**src/rtl/door_input_cond_if.sv**
```systemverilog
// Signal bundle between the raw door inputs and the door-control FSM inputs.
// master drives the raw switches; slave (the conditioner) returns clean levels.
interface door_input_cond_if;
  logic Btn_Raw;
  logic Up_Sw_Raw;
  logic Down_Sw_Raw;
  logic Activate;
  logic Up_Max;
  logic Down_Max;

  modport master (
    output Btn_Raw, Up_Sw_Raw, Down_Sw_Raw,
    input  Activate, Up_Max, Down_Max
  );

  modport slave (
    input  Btn_Raw, Up_Sw_Raw, Down_Sw_Raw,
    output Activate, Up_Max, Down_Max
  );
endinterface

```
**src/rtl/door_input_cond.sv**
```systemverilog
// Synchronize and debounce the door push-button and limit switches; the button yields a one-cycle Activate.
// Optional macro DB_LOCKOUT_EN adds an Activate holdoff of LOCKOUT_CYCLES after each pulse.
module door_input_cond #(
  parameter int DB_COUNT       = 10,
  parameter int CNT_W          = 4,
  parameter int LOCKOUT_CYCLES = 16,
  parameter int LK_W           = 5
) (
  input logic CLK,
  input logic RST,
  door_input_cond_if.slave io
);

  if (DB_COUNT < 1 || DB_COUNT > (1 << CNT_W)) begin : g_db_range
    $error("DB_COUNT out of range for CNT_W");
  end
  if (LOCKOUT_CYCLES < 1 || LOCKOUT_CYCLES > (1 << LK_W) - 1) begin : g_lk_range
    $error("LOCKOUT_CYCLES out of range for LK_W");
  end

  localparam logic [CNT_W-1:0] CNT_LAST = CNT_W'(DB_COUNT - 1);

  // Channel index: 0 = button, 1 = upper limit, 2 = lower limit.
  logic [2:0]       raw;
  logic [2:0]       s1;
  logic [2:0]       s2;
  logic [2:0]       stable;
  logic [CNT_W-1:0] cnt [3];
  logic [2:0]       accept;
  logic             btn_rise;
  logic             fire;
  logic             activate;

  assign raw = {io.Down_Sw_Raw, io.Up_Sw_Raw, io.Btn_Raw};

  always_comb begin
    accept = '0;
    for (int i = 0; i < 3; i++) begin
      accept[i] = (s2[i] != stable[i]) && (cnt[i] == CNT_LAST);
    end
  end

  assign btn_rise = accept[0] && s2[0];

`ifdef DB_LOCKOUT_EN
  logic [LK_W-1:0] lk_cnt;

  // A counter value of 1 means it reaches 0 on this edge, so a press is allowed.
  assign fire = btn_rise && (lk_cnt <= LK_W'(1));

  always_ff @(posedge CLK) begin
    if (RST) begin
      lk_cnt <= '0;
    end else if (fire) begin
      lk_cnt <= LK_W'(LOCKOUT_CYCLES);
    end else if (lk_cnt != '0) begin
      lk_cnt <= lk_cnt - LK_W'(1);
    end
  end
`else
  assign fire = btn_rise;
`endif

  always_ff @(posedge CLK) begin
    if (RST) begin
      s1       <= '0;
      s2       <= '0;
      stable   <= '0;
      activate <= 1'b0;
      for (int i = 0; i < 3; i++) begin
        cnt[i] <= '0;
      end
    end else begin
      s1       <= raw;
      s2       <= s1;
      activate <= fire;
      for (int i = 0; i < 3; i++) begin
        if (s2[i] == stable[i]) begin
          cnt[i] <= '0;
        end else if (accept[i]) begin
          stable[i] <= s2[i];
          cnt[i]    <= '0;
        end else begin
          cnt[i] <= cnt[i] + CNT_W'(1);
        end
      end
    end
  end

  assign io.Activate = activate;
  assign io.Up_Max   = stable[1];
  assign io.Down_Max = stable[2];

endmodule
```
**src/flat_wrapper.sv**
```systemverilog
// flat-port wrapper written by rule: the top's interface ports become plain ports
module door_input_cond_flat 
#(
  parameter int DB_COUNT       = 10,
  parameter int CNT_W          = 4,
  parameter int LOCKOUT_CYCLES = 16,
  parameter int LK_W           = 5
)
  (CLK, RST, io_Btn_Raw, io_Up_Sw_Raw, io_Down_Sw_Raw, io_Activate, io_Up_Max, io_Down_Max);
  door_input_cond_if io_i ();
  input logic CLK;
  input logic RST;
  input wire logic [$bits(io_i.Btn_Raw)-1:0] io_Btn_Raw;
  input wire logic [$bits(io_i.Up_Sw_Raw)-1:0] io_Up_Sw_Raw;
  input wire logic [$bits(io_i.Down_Sw_Raw)-1:0] io_Down_Sw_Raw;
  output wire logic [$bits(io_i.Activate)-1:0] io_Activate;
  output wire logic [$bits(io_i.Up_Max)-1:0] io_Up_Max;
  output wire logic [$bits(io_i.Down_Max)-1:0] io_Down_Max;
  assign io_i.Btn_Raw = io_Btn_Raw;
  assign io_i.Up_Sw_Raw = io_Up_Sw_Raw;
  assign io_i.Down_Sw_Raw = io_Down_Sw_Raw;
  assign io_Activate = io_i.Activate;
  assign io_Up_Max = io_i.Up_Max;
  assign io_Down_Max = io_i.Down_Max;
  door_input_cond #(.DB_COUNT(DB_COUNT), .CNT_W(CNT_W), .LOCKOUT_CYCLES(LOCKOUT_CYCLES), .LK_W(LK_W)) u_core (.CLK(CLK), .RST(RST), .io(io_i));
endmodule
```
**config.mk**
```make
export PLATFORM = sky130hd
export DESIGN_NAME = door_input_cond_flat
export DESIGN_NICKNAME = d
export VERILOG_FILES = /design/src/rtl/door_input_cond_if.sv /design/src/rtl/door_input_cond.sv /design/src/flat_wrapper.sv
export SDC_FILE = /design/constraint.sdc
export NUM_CORES = 1
export LEC_CHECK = 0
export CAP_MARGIN = 25
export CORE_MARGIN = 3
export CORE_UTILIZATION = 54
export DETAILED_ROUTE_END_ITERATION = 8
export GPL_ROUTABILITY_DRIVEN = 0
export PLACE_DENSITY = 0.75
export SKIP_LAST_GASP = 1
export SLEW_MARGIN = 20
export SYNTH_ARGS = -nofsm -noshare
export SYNTH_HDL_FRONTEND = slang
export SYNTH_SLANG_ARGS = --single-unit
export TNS_END_PERCENT = 50
```
**constraint.sdc**
```tcl
create_clock -name CLK -period 1.5 [get_ports CLK]
set_clock_uncertainty 0.2 [all_clocks]
set_input_delay 0.45 -clock CLK [delete_from_list [all_inputs] [get_ports CLK]]
set_output_delay 0.45 -clock CLK [all_outputs]
set_load 0.02 [all_outputs]
```
### Yosys cells after proc, flatten, opt, wreduce, memory -nomap -nowiden

Memories as Yosys holds them, arrays and structs flattened.
Cells that the tools add are included.
W data, S select, Z words.

* flip-flop bits (word level): 10
* latch bits: 0
* memory bits (writable): 12
* bits in read-only memories: 0
* bits of input ports: 5
* output and inout port bits: 3
* word-level logic and storage cells: 82
* memories: 1

* add/subtract/negate cells: 3
* multipliers: 0
* divide/modulo/power cells: 0
* $lt $le $gt $ge: 0
* eq/ne operators: 9
* shift operators: 0
* muxes and demuxes: 44
* bitwise operators: 12
* reductions and logical operators: 7

Memories
* u_core.cnt: words 3, bits a word 4, read ports 3, clocked after Yosys merged registers in 0, write ports 3, RTL line door_input_cond.sv:28 `logic [CNT_W-1:0] cnt [3];`

Operators by type and width (number)
* $mux W4: 9
* $mux W1: 35
* $add A4 B1 Y4 const B: 3
* $eq A4 B4 Y1 const B: 3
* $or A1 B1 Y1: 9
* $reduce_and A2 Y1: 3
* $logic_and A1 B1 Y1: 4
* $eq A1 B1 Y1: 3
* $ne A1 B1 Y1: 3
* $not A1 Y1: 3

### Logic depth before layout (Yosys ltp)

* word-level depth: 8
* gate-level depth with buffers: 5
* gate-level depth less buffers: 5

### Worst setup path after synthesis

No wires, ideal clock.

* kind: reg-to-reg
* from: mem u_core.cnt[0][1]
* to: mem u_core.cnt[0][2] (data pin)
* data arrival time: 901 ps
* setup slack: 142 ps
* cell stages (with the launch flop): 6
* clock period less this slack: 1358 ps
* cell sequence: edfxtp_1 > inv_1 > ha_1 > nand3b_4 > nand3b_1 > nor2_1

RTL lines (RTL line)
* from (decl): door_input_cond.sv:28

### Worst setup path after layout

* from: reg u_core.stable[1]
* to: out io_Up_Max

RTL lines
* from (decl): RTL line door_input_cond.sv:27 `logic [2:0] stable;`
* from (signal, indexed assignment): RTL line door_input_cond.sv:81 `stable[i] <= s2[i];`
* to (decl): RTL line flat_wrapper.sv:17 `output wire logic [$bits(io_i.Up_Max)-1:0] io_Up_Max;`

No word-level cell between the ends.

==> qor.yml <==
start_util_pct: 59.8
slowest_stage: "dfxtp_1"
seq_power_share_pct: 60.4
synth_compound_area_share_pct: 0
grt_pass1_vias: 579
r2r_slack_ns: 0.04
worstPathMaxFanout: 2
synthDistinctLibCells: 15
p_per_area_mw_per_mm2: 960
finalHoldViolations: 0
switchingPower_w: 0.000215
grt_pass1_wl_mm: 2.18
worstPathRequired_ns: 0.85
pwr-share-clk_pct: 33.2
async_flop_share_pct: 0
postSynthCellCount: 76
rows: 14
rsz0062_at_grt: "true"
path_buf_inv: 1
preCtsSetupSlack_ns: -0.211
cts-root-buf: "clkbuf_4"
power_w: 0.00112
outcome: "completed"
hold_class: "flip-flop to flip-flop"
ys.flop_type: "edfxtp_1"
clkLatencyLatePin_ns: 0.30
grt_max_degree: 14
p_int_w: 0.000901
synth_fa_ha_area_share_pct: 7.97
io-pin-count: 8
seq_area_frac_synth_pct: 59.5
antenna_found_initial: 0
synth_edf_count: 12
setup-tns-final_ns: 0
syn_area_per_cell_sq_um: 12.4
drt.antenna.violating_nets: 0
wl_per_cell_um: 11.1
track_usage_pct: 13.9
cp.arrival_ns: 0.82
worst-setup-path-type: "flip-flop to primary output"
synth_top_family_by_area: "simple AND/OR/NAND/NOR gates"
area_delta_synth_final_pct: 23.5
synth_top_area_cell: "edfxtp_1"
clock_sinks: 22
synthSimpleGateAreaFrac_pct: 18.6
setup_ws_ns: 0.0317
fin_nets: 116
via_count: 569
drtPass1Iterations: 2
yosys_warnings: 0
period_needed_ns: 1.47
crit_family: "flip-flops"
p_sw_share_pct: 19.3
die_h_um: 47.8
cp_slowest_stage_delay_ns: 0.36
vias_per_cell: 4.74
synth_top_area_share_pct: 38.2
p_comb_share_pct: 6.5
placed_cell_area_sq_mm: 0.00109
diodes: 0
cts_max_path_buffers: 2
hpwlAfterDp_mm: 1.01
coreArea_sq_mm: 0.00158
ys_ff_latch: 22
fmax_ghz: 0.681
ir_worst_vdd_uv: 767
tritoncts: "done"
fin_util_pct: 73.8
setup-violations-final: 0
cap_violations: 0
routed_wirelength_mm: 1.33
drv_slew: 0
htreeDepth: 1
netlist_area_sq_um: 942
grt-ovfl-total: 0
fillers: 121
drive_above_1_share_pct: 16.3
cp_cell_sequence: "buf_2"
io_buffers: 7
stdcell_area_sq_mm: 0.00116
period_share_pct: 97.9
drc: 0
die_area_sq_mm: 0.00228
die_w_um: 47.8
cts.clk_slew.worst_paths_ns: 0.12
first_iter_violations: 6
setup.worst_path.start_class: "flip-flop"
synth_mux_area_share_pct: 3.19
cts_buffers: 3
total_leakage_power_nw: 0.535
synth_area_leaders: "edfxtp_1, dfxtp_1, ha_1"
synth-xor-area-share_pct: 8.37
end_kind: "primary output"
-- through the flow --
step,std cells,hold slack (ns)
6_report,120,0.249
5_1_grt,120,0.281
4_1_cts,116,0.255
3_5_place_dp,112,0.226
3_3_place_gp,112,0.219
2_1_floorplan,87,0.214
-- cell usage after synthesis, types with 3 or more instances --
cell type  number
mux2i_1         3
dfxtp_1        10
inv_1           3
ha_1            6
nor2b_1         6
nand3b_1        5
xnor2_1         3
nand3_1         3
edfxtp_1       12
nor2_1         15
xor2_1          6
-- flip-flops by register name (all words and copies together), names as in the netlist --
register            flops
u_core.s2               3
u_core.io.Activate      1
u_core.cnt             12
u_core.stable           3
u_core.s1               3
-- routing by layer --
| layer | part of all wire (%) | vias up | wire, um | track usage [%] |
|---|---|---|---|---|
| li1 | - | 297 | - | - |
| met1 | 44 | 264 | 587 | 15.9 |
| met2 | 51 | 6 | 681 | 24.0 |
| met3 | 3.1 | 2 | 41 | 2.26 |
| met4 | 1.2 | 0 | 16 | 8.06 |
| met5 | 0 | - | 0 | 0 |
-- area by class of cell --
cell class | instances | area (sq um) | area share [%]
flip-flops and latches | 22 | 561 | 48.2
multi-input cells | 61 | 417 | 35.8
repair buffers | 14 | 108 | 9.25
clock buffers | 4 | 47.5 | 4.09
well taps | 16 | 20.0 | 1.72
inverters | 3 | 11.3 | 0.968
-- worst paths after layout --
| kind | start | to | cells after the start |
|---|---|---|---|
| max reg2reg | u_core.cnt[2][1] | u_core.cnt[2][2] | 5 |
| min reg2reg | u_core.s1[0] | u_core.s2[0] | 1 |
| max | u_core.stable[1] | io_Up_Max | 1 |
| min | u_core.s1[0] | u_core.s2[0] | 1 |
-- power groups by stage --
stage | sequential, W | combinational, W | clock, W
after floorplan | 0.000684 | 0.0000432 | 0
after global placement | 0.000686 | 0.0000612 | 0
after detailed placement | 0.000688 | 0.0000632 | 0
after CTS | 0.000675 | 0.0000635 | 0.000383
after global routing | 0.000677 | 0.0000827 | 0.000403
final | 0.000674 | 0.0000720 | 0.000371
-- cell families after synthesis --
logic type | Yosys count
adders and majority gates | 6
DFF | 22
buffers and inverters | 4
muxes | 3
and+or+nand+nor | 31
xor gates and xnor gates | 9
other | 1
-- cells in the final DEF, fill, tap and decap left out, drive strengths merged --
master and instances:
xnor2 3, edfxtp 12, inv 3, xor2 6, clkbuf 5, mux2i 3, buf 9, nand3b 6
nand3 3, nor4b 1, nor2b 6, ha 6, dfxtp 10, conb 12, nor2 15, clkdlybuf4s50 4
-- timing repair --
action	4_1_cts	5_1_grt
buffers inserted	0	4
pin swaps	0	2
hold endpoints to repair	0	0
resized for setup	9	5
hold buffers	0	0
endpoints found under the setup margin	3	15
-- worst reg2reg max path, cell delays in order, from the launching register on --
cell and delay [ns]:
edfxtp_1 0.43, inv_1 0.08, ha_1 0.14, nand3b_1 0.13, nand3b_1 0.18, nor2_1 0.07
(Power assumes the default switching activity.)
